`src/rtl/imem_loader.sv`:
```
// Boot-time instruction-memory loader: assembles a length-prefixed byte stream
// into little-endian words, writes them from address 0, verifies an XOR checksum.
//
// state | meaning
// LEN0  | waiting for low byte of word count
// LEN1  | waiting for high byte of word count
// DATA  | receiving payload bytes, writing one word per 4 bytes
// CHK   | waiting for checksum byte
// DONE  | load good, core released
// ERR   | load aborted, core held in reset
module imem_loader #(
  parameter int ADDR_WIDTH = 6
) (
  input  logic                  clk,
  input  logic                  reset,
  input  logic                  start,
  input  logic [7:0]            rx_data,
  input  logic                  rx_valid,
  output logic                  rx_ready,
  output logic                  imem_we,
  output logic [ADDR_WIDTH-1:0] imem_addr,
  output logic [31:0]           imem_wdata,
  output logic                  cpu_reset,
  output logic                  load_done,
  output logic                  load_err,
  output logic [15:0]           words_loaded
);

  typedef enum logic [2:0] {LEN0, LEN1, DATA, CHK, DONE, ERR} state_t;

  localparam logic [16:0]         CAPACITY = 17'd1 << ADDR_WIDTH;
  localparam logic [ADDR_WIDTH:0] IDX_ONE  = (ADDR_WIDTH+1)'(1);

  state_t              state;
  logic [7:0]          len_lo;
  logic [15:0]         len;
  logic [31:0]         asm_word;
  logic [7:0]          chk;
  logic [1:0]          byte_cnt;
  logic [ADDR_WIDTH:0] word_idx;

  logic        xfer;
  logic [16:0] len_rx;
  logic [15:0] idx_next;
  logic [31:0] asm_next;

  assign rx_ready = (state == LEN0) || (state == LEN1) || (state == DATA) || (state == CHK);
  assign xfer     = rx_valid && rx_ready;
  assign len_rx   = {1'b0, rx_data, len_lo};
  assign idx_next = 16'(word_idx) + 16'd1;
  // first byte of a word ends up in [7:0] after four right-shifts
  assign asm_next = {rx_data, asm_word[31:8]};

  always_ff @(posedge clk) begin
    if (reset) begin
      state        <= LEN0;
      len_lo       <= 8'h00;
      len          <= 16'h0000;
      asm_word     <= 32'h0;
      chk          <= 8'h00;
      byte_cnt     <= 2'd0;
      word_idx     <= '0;
      imem_we      <= 1'b0;
      imem_addr    <= '0;
      imem_wdata   <= 32'h0;
      cpu_reset    <= 1'b1;
      load_done    <= 1'b0;
      load_err     <= 1'b0;
      words_loaded <= 16'h0000;
    end else begin
      imem_we <= 1'b0;
      case (state)
        LEN0: if (xfer) begin
          len_lo <= rx_data;
          state  <= LEN1;
        end
        LEN1: if (xfer) begin
          len <= len_rx[15:0];
          if (len_rx > CAPACITY) begin
            state    <= ERR;
            load_err <= 1'b1;
          end else if (len_rx == 17'd0) begin
            state <= CHK;
          end else begin
            state <= DATA;
          end
        end
        DATA: if (xfer) begin
          asm_word <= asm_next;
          chk      <= chk ^ rx_data;
          byte_cnt <= byte_cnt + 2'd1;
          if (byte_cnt == 2'd3) begin
            imem_we      <= 1'b1;
            imem_addr    <= word_idx[ADDR_WIDTH-1:0];
            imem_wdata   <= asm_next;
            word_idx     <= word_idx + IDX_ONE;
            words_loaded <= words_loaded + 16'd1;
            if (idx_next == len) state <= CHK;
          end
        end
        CHK: if (xfer) begin
          if (rx_data == chk) begin
            state     <= DONE;
            load_done <= 1'b1;
            cpu_reset <= 1'b0;
          end else begin
            state    <= ERR;
            load_err <= 1'b1;
          end
        end
        DONE, ERR: if (start) begin
          state        <= LEN0;
          len_lo       <= 8'h00;
          len          <= 16'h0000;
          asm_word     <= 32'h0;
          chk          <= 8'h00;
          byte_cnt     <= 2'd0;
          word_idx     <= '0;
          cpu_reset    <= 1'b1;
          load_done    <= 1'b0;
          load_err     <= 1'b0;
          words_loaded <= 16'h0000;
        end
        default: state <= LEN0;
      endcase
    end
  end

endmodule

```
`config.mk`:
```
export PLATFORM = sky130hd
export DESIGN_NAME = imem_loader
export DESIGN_NICKNAME = d
export VERILOG_FILES = /design/src/rtl/imem_loader.sv
export SDC_FILE = /design/constraint.sdc
export NUM_CORES = 1
export LEC_CHECK = 0
export ABC_AREA = 1
export CAP_MARGIN = 25
export CORE_MARGIN = 2
export CORE_UTILIZATION = 35
export CTS_CLUSTER_SIZE = 24
export DETAILED_ROUTE_END_ITERATION = 10
export PLACE_DENSITY = 0.59
export SETUP_SLACK_MARGIN = 0.4
export SLEW_MARGIN = 5
export SYNTH_ARGS = -nofsm -noshare
export SYNTH_HDL_FRONTEND = slang
export SYNTH_SLANG_ARGS = --single-unit
```
`constraint.sdc`:
```
create_clock -name clk -period 2 [get_ports clk]
set_input_delay 0.2 -clock clk [delete_from_list [all_inputs] [get_ports clk]]
set_output_delay 0.2 -clock clk [all_outputs]
set_load 0.05 [all_outputs]
```
# ---- After elaboration in Yosys (flattened, before gate mapping)
# Cells that the tools add are included.
dict set report totals {
  out_inout_bits 59
  wordCells 107
  register_bits 134
  in_bits 12
}
dict set report classes {
  bitwise 3
  eq_ne 18
  n_reduce_logical 21
  muxes 46
  addsub 4
  magnitude_cmp 1
}
# operator count
set op_table {}
lappend op_table {{$mux 16} 4}
lappend op_table {{$mux 32} 2}
lappend op_table {{$pmux 16 s2} 2}
lappend op_table {{$pmux 32 s2} 1}
lappend op_table {{$pmux 8 s2} 2}
lappend op_table {{$mux 3} 8}
lappend op_table {{$mux 8} 3}
lappend op_table {{$mux 7} 3}
lappend op_table {{$logic_not 17->1} 1}
lappend op_table {{$add 16x1->16 const B} 1}
lappend op_table {{$eq 8x16->1} 1}
lappend op_table {{$gt 16x7->1 const B} 1}
lappend op_table {{$pmux 3 s5} 1}
lappend op_table {{$pmux 7 s2} 1}
lappend op_table {{$mux 1} 13}
lappend op_table {{$ne 2x2->1 const B} 6}
lappend op_table {{$reduce_and 3->1} 4}
lappend op_table {{$add 7x1->8 const B} 1}
lappend op_table {{$eq 8x8->1} 1}
lappend op_table {{$ne 2x1->1 const B} 4}
lappend op_table {{$reduce_and 4->1} 2}
lappend op_table {{$reduce_bool 2->1} 4}
lappend op_table {{$xor 8x8->8} 1}
lappend op_table {{$add 7x1->7 const B} 1}
lappend op_table {{other kinds (18)} 25}

# ---- Logic depth before layout (Yosys ltp)
dict set report depth {
  ltp_word 7
  depth_mapped 14
}

# ---- Least setup slack after synthesis
# No wires, ideal clock.
dict set report synth_path {
  kind {flip-flop to flip-flop}
  startpoint {register words_loaded[1]}
  endpoint {register words_loaded[8]}
  stages_incl_launch_ff 9
  path_buffers 0
  arrival_ps 1644
  period_less_slack_ps 1766
  setup_ps 123
  path_slack_ps 234
  cell_sequence {dfxtp_1 -> ha_1 -> nand2_1 -> nor3_1 -> nand2_2 -> nor2_4 -> nand2_1 -> xor2_1 -> nor2_1}
}
dict set report synth_via {
  elab_chain_len 4
}
# element line
set synth_lines {}
lappend synth_lines {{from (decl)} 26} ;# output logic [15:0] words_loaded
lappend synth_lines {{from (signal assigned)} 97} ;# words_loaded <= words_loaded + 16'd1;
lappend synth_lines {{$add 16x1->16} 97}
lappend synth_lines {{$mux 16} 92} ;# if (byte_cnt == 2'd3) begin
lappend synth_lines {{$mux 16} 88} ;# DATA: if (xfer) begin
lappend synth_lines {{$pmux 16 s2} 72} ;# case (state)
# No other way between the ends. The select of a mux whose other input is x is not followed.
# A chain may end at the register's enable or synchronous reset.

# ---- Worst setup path in the final report
dict set report layout_path {
  startpoint {register state[2]}
  endpoint {register word_idx[6]}
}
dict set report layout_via {
  elab_chain_len 7
  elab_cells_between_ends 17
  cone_classes {8 x eq/ne; 1 x mux; 8 x reduce/logical}
}
# element line
set layout_lines {}
lappend layout_lines {{from (decl)} 34} ;# state_t state;
lappend layout_lines {{from (signal assigned)} 56} ;# state <= LEN0;
lappend layout_lines {{from (signal assigned)} 75} ;# state <= LEN1;
lappend layout_lines {{from (signal assigned)} 80} ;# state <= ERR;
lappend layout_lines {{$eq 3x1->1 or $logic_not 3->1 (tied branches)} 47} ;# assign rx_ready = (state == LEN0) || (state == LEN1) || (state == DATA) || (state == CHK);
lappend layout_lines {{$logic_or 1x1->1 (3 in series)} 47}
lappend layout_lines {{$logic_and 1x1->1} 48} ;# assign xfer = rx_valid && rx_ready;
lappend layout_lines {{$ne 2x2->1 (no source line)} --}
lappend layout_lines {{$reduce_and 4->1 (no source line)} --}
lappend layout_lines {{to (signal assigned)} 96} ;# word_idx <= word_idx + IDX_ONE;
lappend layout_lines {{to (decl)} 40} ;# logic [ADDR_WIDTH:0] word_idx;
# Several ways; a longest one is shown, not always the timed one.

==> impl_metrics.py <==
metrics = {
    "setup_path": {
        "rrSetupSlack_ns": 0.34,
        "crit_fanout": 7,
        "path_class": "flip-flop to flip-flop",
        "r2r_end": "word_idx[6]",
        "crit_end": "word_idx[6]",
        "rr_startpoint": "state[2]",
        "r2r_cells": 10,
        "critPathLaunch": "state[2]",
        "required_ns": 2.35,
        "cp.arrival_ns": 2.01,
        "worstSetupStartpointType": "flip-flop",
        "end_kind": "flip-flop",
    },
    "synthesis": {
        "yosysSeqAreaShare": 0.472,
        "syn_inst": 736,
        "yosys_register_bits": 126,
        "yosys_warnings": 0,
        "synth_cell_types": 34,
        "synthesis.nets": 751,
        "syn_area_mm2": 0.00535,
        "syn_avg_cell_area_um2": 7.27,
    },
    "final_layout": {
        "final_cells": 1032,
        "fin_util": 0.484,
        "layout-drive-gt1-share": 0.181,
        "n_fill_cell": 1545,
        "n_antenna_cell": 0,
        "final_nets": 846,
        "syn2layout_area_growth_pct": 36.5,
    },
    "die": {
        "die_height_um": 128,
        "core_mm2": 0.0151,
        "dieArea_mm2": 0.0163,
        "placementRows": 45,
        "initial_core_util": 0.354,
        "io_pins": 71,
        "die_w_um": 128,
    },
    "clock_network": {
        "numClockSinks": 126,
        "root_buffer": "clkbuf_16",
        "cts_buffer_depth": 2,
        "clk_latency_ns": 0.42,
        "htreeDepth": 4,
        "cts_tree": "yes",
        "clkTransAtPathRegs_ns": 0.05,
        "hold_buffers": 0,
        "cts_buffers": 17,
    },
    "place": {
        "place_inst": 981,
        "detailed_place_hpwl_um": 9800,
        "port-buffer-count": 70,
        "pre_cts_slack_ns": 0.00819,
        "gp_congestion": 0.797,
    },
    "drt": {
        "drtAntennaViolNets": 0,
        "via_count": 5076,
        "viasPerCell": 4.92,
        "dr.pass1.iters": 5,
        "wl_per_cell_um": 14.9,
        "drt-total-wl_um": 15400,
        "drcViolationCount": 0,
        "drt-initial-drc-count": 310,
    },
    "timing": {
        "setup_violations": 0,
        "tns_ns": 0,
        "period_minus_slack_ns": 1.66,
        "fin_worst_skew_ns": 0.00613,
        "fin_crit_sh": 0.828,
        "hold_viol": 0,
        "drv_slew": 0,
        "relSlewSlack": 0.575,
        "tightest_slew_ns": 0.637,
        "layout_setup_ws_ns": 0.344,
        "grt_setup_unrepaired": "yes",
        "max_clock_freq_mhz": 604,
    },
    "global_route": {
        "grt_start_max_net_pins": 60,
        "overflow": 0,
        "grt_pass1_vias": 4625,
        "grt_pass1_wl_um": 23000,
        "grt_antenna_before_repair": 0,
        "track_usage": 0.181,
    },
    "power": {
        "p_leak_nw": 3.22,
        "p_total_w": 0.00811,
        "p_per_area_mw_per_mm2": 1110,
        "vdd_drop_max_uv": 696,
    },
    "status": {
        "status": "completed",
    },
    "worst_hold_path": {
        "holdCritPathClass": "input port to flip-flop",
    },
    "run": {
        "drv_cap": 0,
    },
}
-- cell usage after synthesis --
cell type,number,area [um2]
nor2_8,1,20.0
nor3_2,1,10.0
nor3_1,8,40.0
o21a_1,1,7.51
nand3b_1,1,7.51
o21bai_1,1,7.51
inv_1,55,206
inv_2,10,37.5
or2_0,1,6.26
a31oi_1,2,12.5
and2_0,1,6.26
nand2_1,150,563
a21oi_1,87,435
buf_2,14,70.1
buf_4,2,15.0
nor2_1,108,405
o21ai_1,3,15.0
ha_1,3,37.5
nand4_1,8,50.1
nor2_2,2,12.5
xor2_1,11,96.3
dfxtp_1,126,2520
o21ai_0,55,275
nor4_1,1,6.26
or2_2,3,18.8
a211oi_1,4,30.0
clkinv_1,1,3.75
nand3_1,40,200
o221a_2,3,33.8
nor2_4,3,33.8
nand2_2,6,37.5
clkbuf_1,17,63.8
o21ai_2,1,8.76
xnor2_1,6,52.6
-- critical path, stage by stage (launching register included) --
cell       delay, ns
dfxtp_4         0.37
nor2_4          0.15
nand2_4         0.08
nor2_4          0.12
inv_4           0.07
nor2_4          0.18
buf_12          0.14
buf_6           0.11
clkbuf_16       0.16
nand3_1         0.07
a21oi_1         0.13
-- stage by stage --
stage,hold slack (ns),cell area (um2)
global route,0.243,7300
detailed placement,0.448,6310
CTS,0.191,6940
global placement,0.451,6310
finish,0.209,7300
floorplan,0.368,5360
-- layout by cell type, fill, tap and decap left out, types with 20 or more instances in the layout --
master,synthesis,layout
a21oi_1,87,83
buf_4,2,30
clkbuf_16,0,20
dfxtp_1,126,105
dlygate4sd2_1,0,58
inv_1,55,51
nand2_1,150,146
nand3_1,40,37
nor2_1,108,101
o21ai_0,55,49
-- where the power goes --
group	total (W)	internal (W)	switching (W)	leakage, nW
sequential	0.00304	0.00279	0.000249	1.03
clock	0.00331	0.00219	0.00112	0.312
combinational	0.00176	0.000607	0.00115	1.88
-- cell families (layout without fill, tap and decap cells) --
family	Yosys count	count (layout)	synth area share
AO/OA/AOI/OAI	157	157	0.154
XOR/XNOR	17	17	0.0278
flip-flops	126	126	0.472
AND/OR/NAND/NOR	334	334	0.265
buffers and inverters	99	207	0.0742
adder cells (fa/ha/maj)	3	3	0.00702
-- timing repair --
action / in CTS / in global routing
gates cloned: 0 / 4
setup endpoints to repair: 120 / 110
buffers inserted: 4 / 11
pin swaps: 1 / 12
resized for setup: 75 / 62
-- layout make-up --
type / instances / area (um2) / area share
Clock inverter: 9 / 156 / 0.0214
Inverter: 66 / 265 / 0.0363
Multi-Input combinational cell: 511 / 2600 / 0.356
Tap cell: 188 / 235 / 0.0322
Sequential cell: 126 / 2560 / 0.351
Timing Repair Buffer: 109 / 1010 / 0.138
Clock buffer: 23 / 478 / 0.0655
-- worst min-delay path by stage --
stage / slack (ns) / end / cells after the start / startpoint
CTS: 0.19 / cpu_reset / 3 / reset
global placement: 0.45 / len[8] / 2 / len[8]
detailed placement: 0.45 / cpu_reset / 2 / cpu_reset
global route: 0.24 / state[0] / 4 / reset
floorplan: 0.37 / imem_wdata[26] / 2 / rx_data[2]
finish: 0.21 / cpu_reset / 3 / reset
-- routing by layer --
| metal | vias to the layer above | GRT usage | share of wire |
|---|---|---|---|
| met2 | 129 | 0.265 | 0.44 |
| met5 | - | 0 | 0 |
| met1 | 2353 | 0.255 | 0.49 |
| met3 | 19 | 0.0415 | 0.050 |
| met4 | 0 | 0.0750 | 0.020 |
| li1 | 2575 | - | - |
-- flip-flops by register name (all words and copies together) (netlist names) --
register	cells
asm_word	24
state	3
words_loaded	16
imem_we	1
byte_cnt	2
len_lo	8
imem_addr	6
imem_wdata	32
cpu_reset	1
len	16
word_idx	7
load_done	1
chk	8
load_err	1
Note: power is estimated with default switching activity, not from simulation.
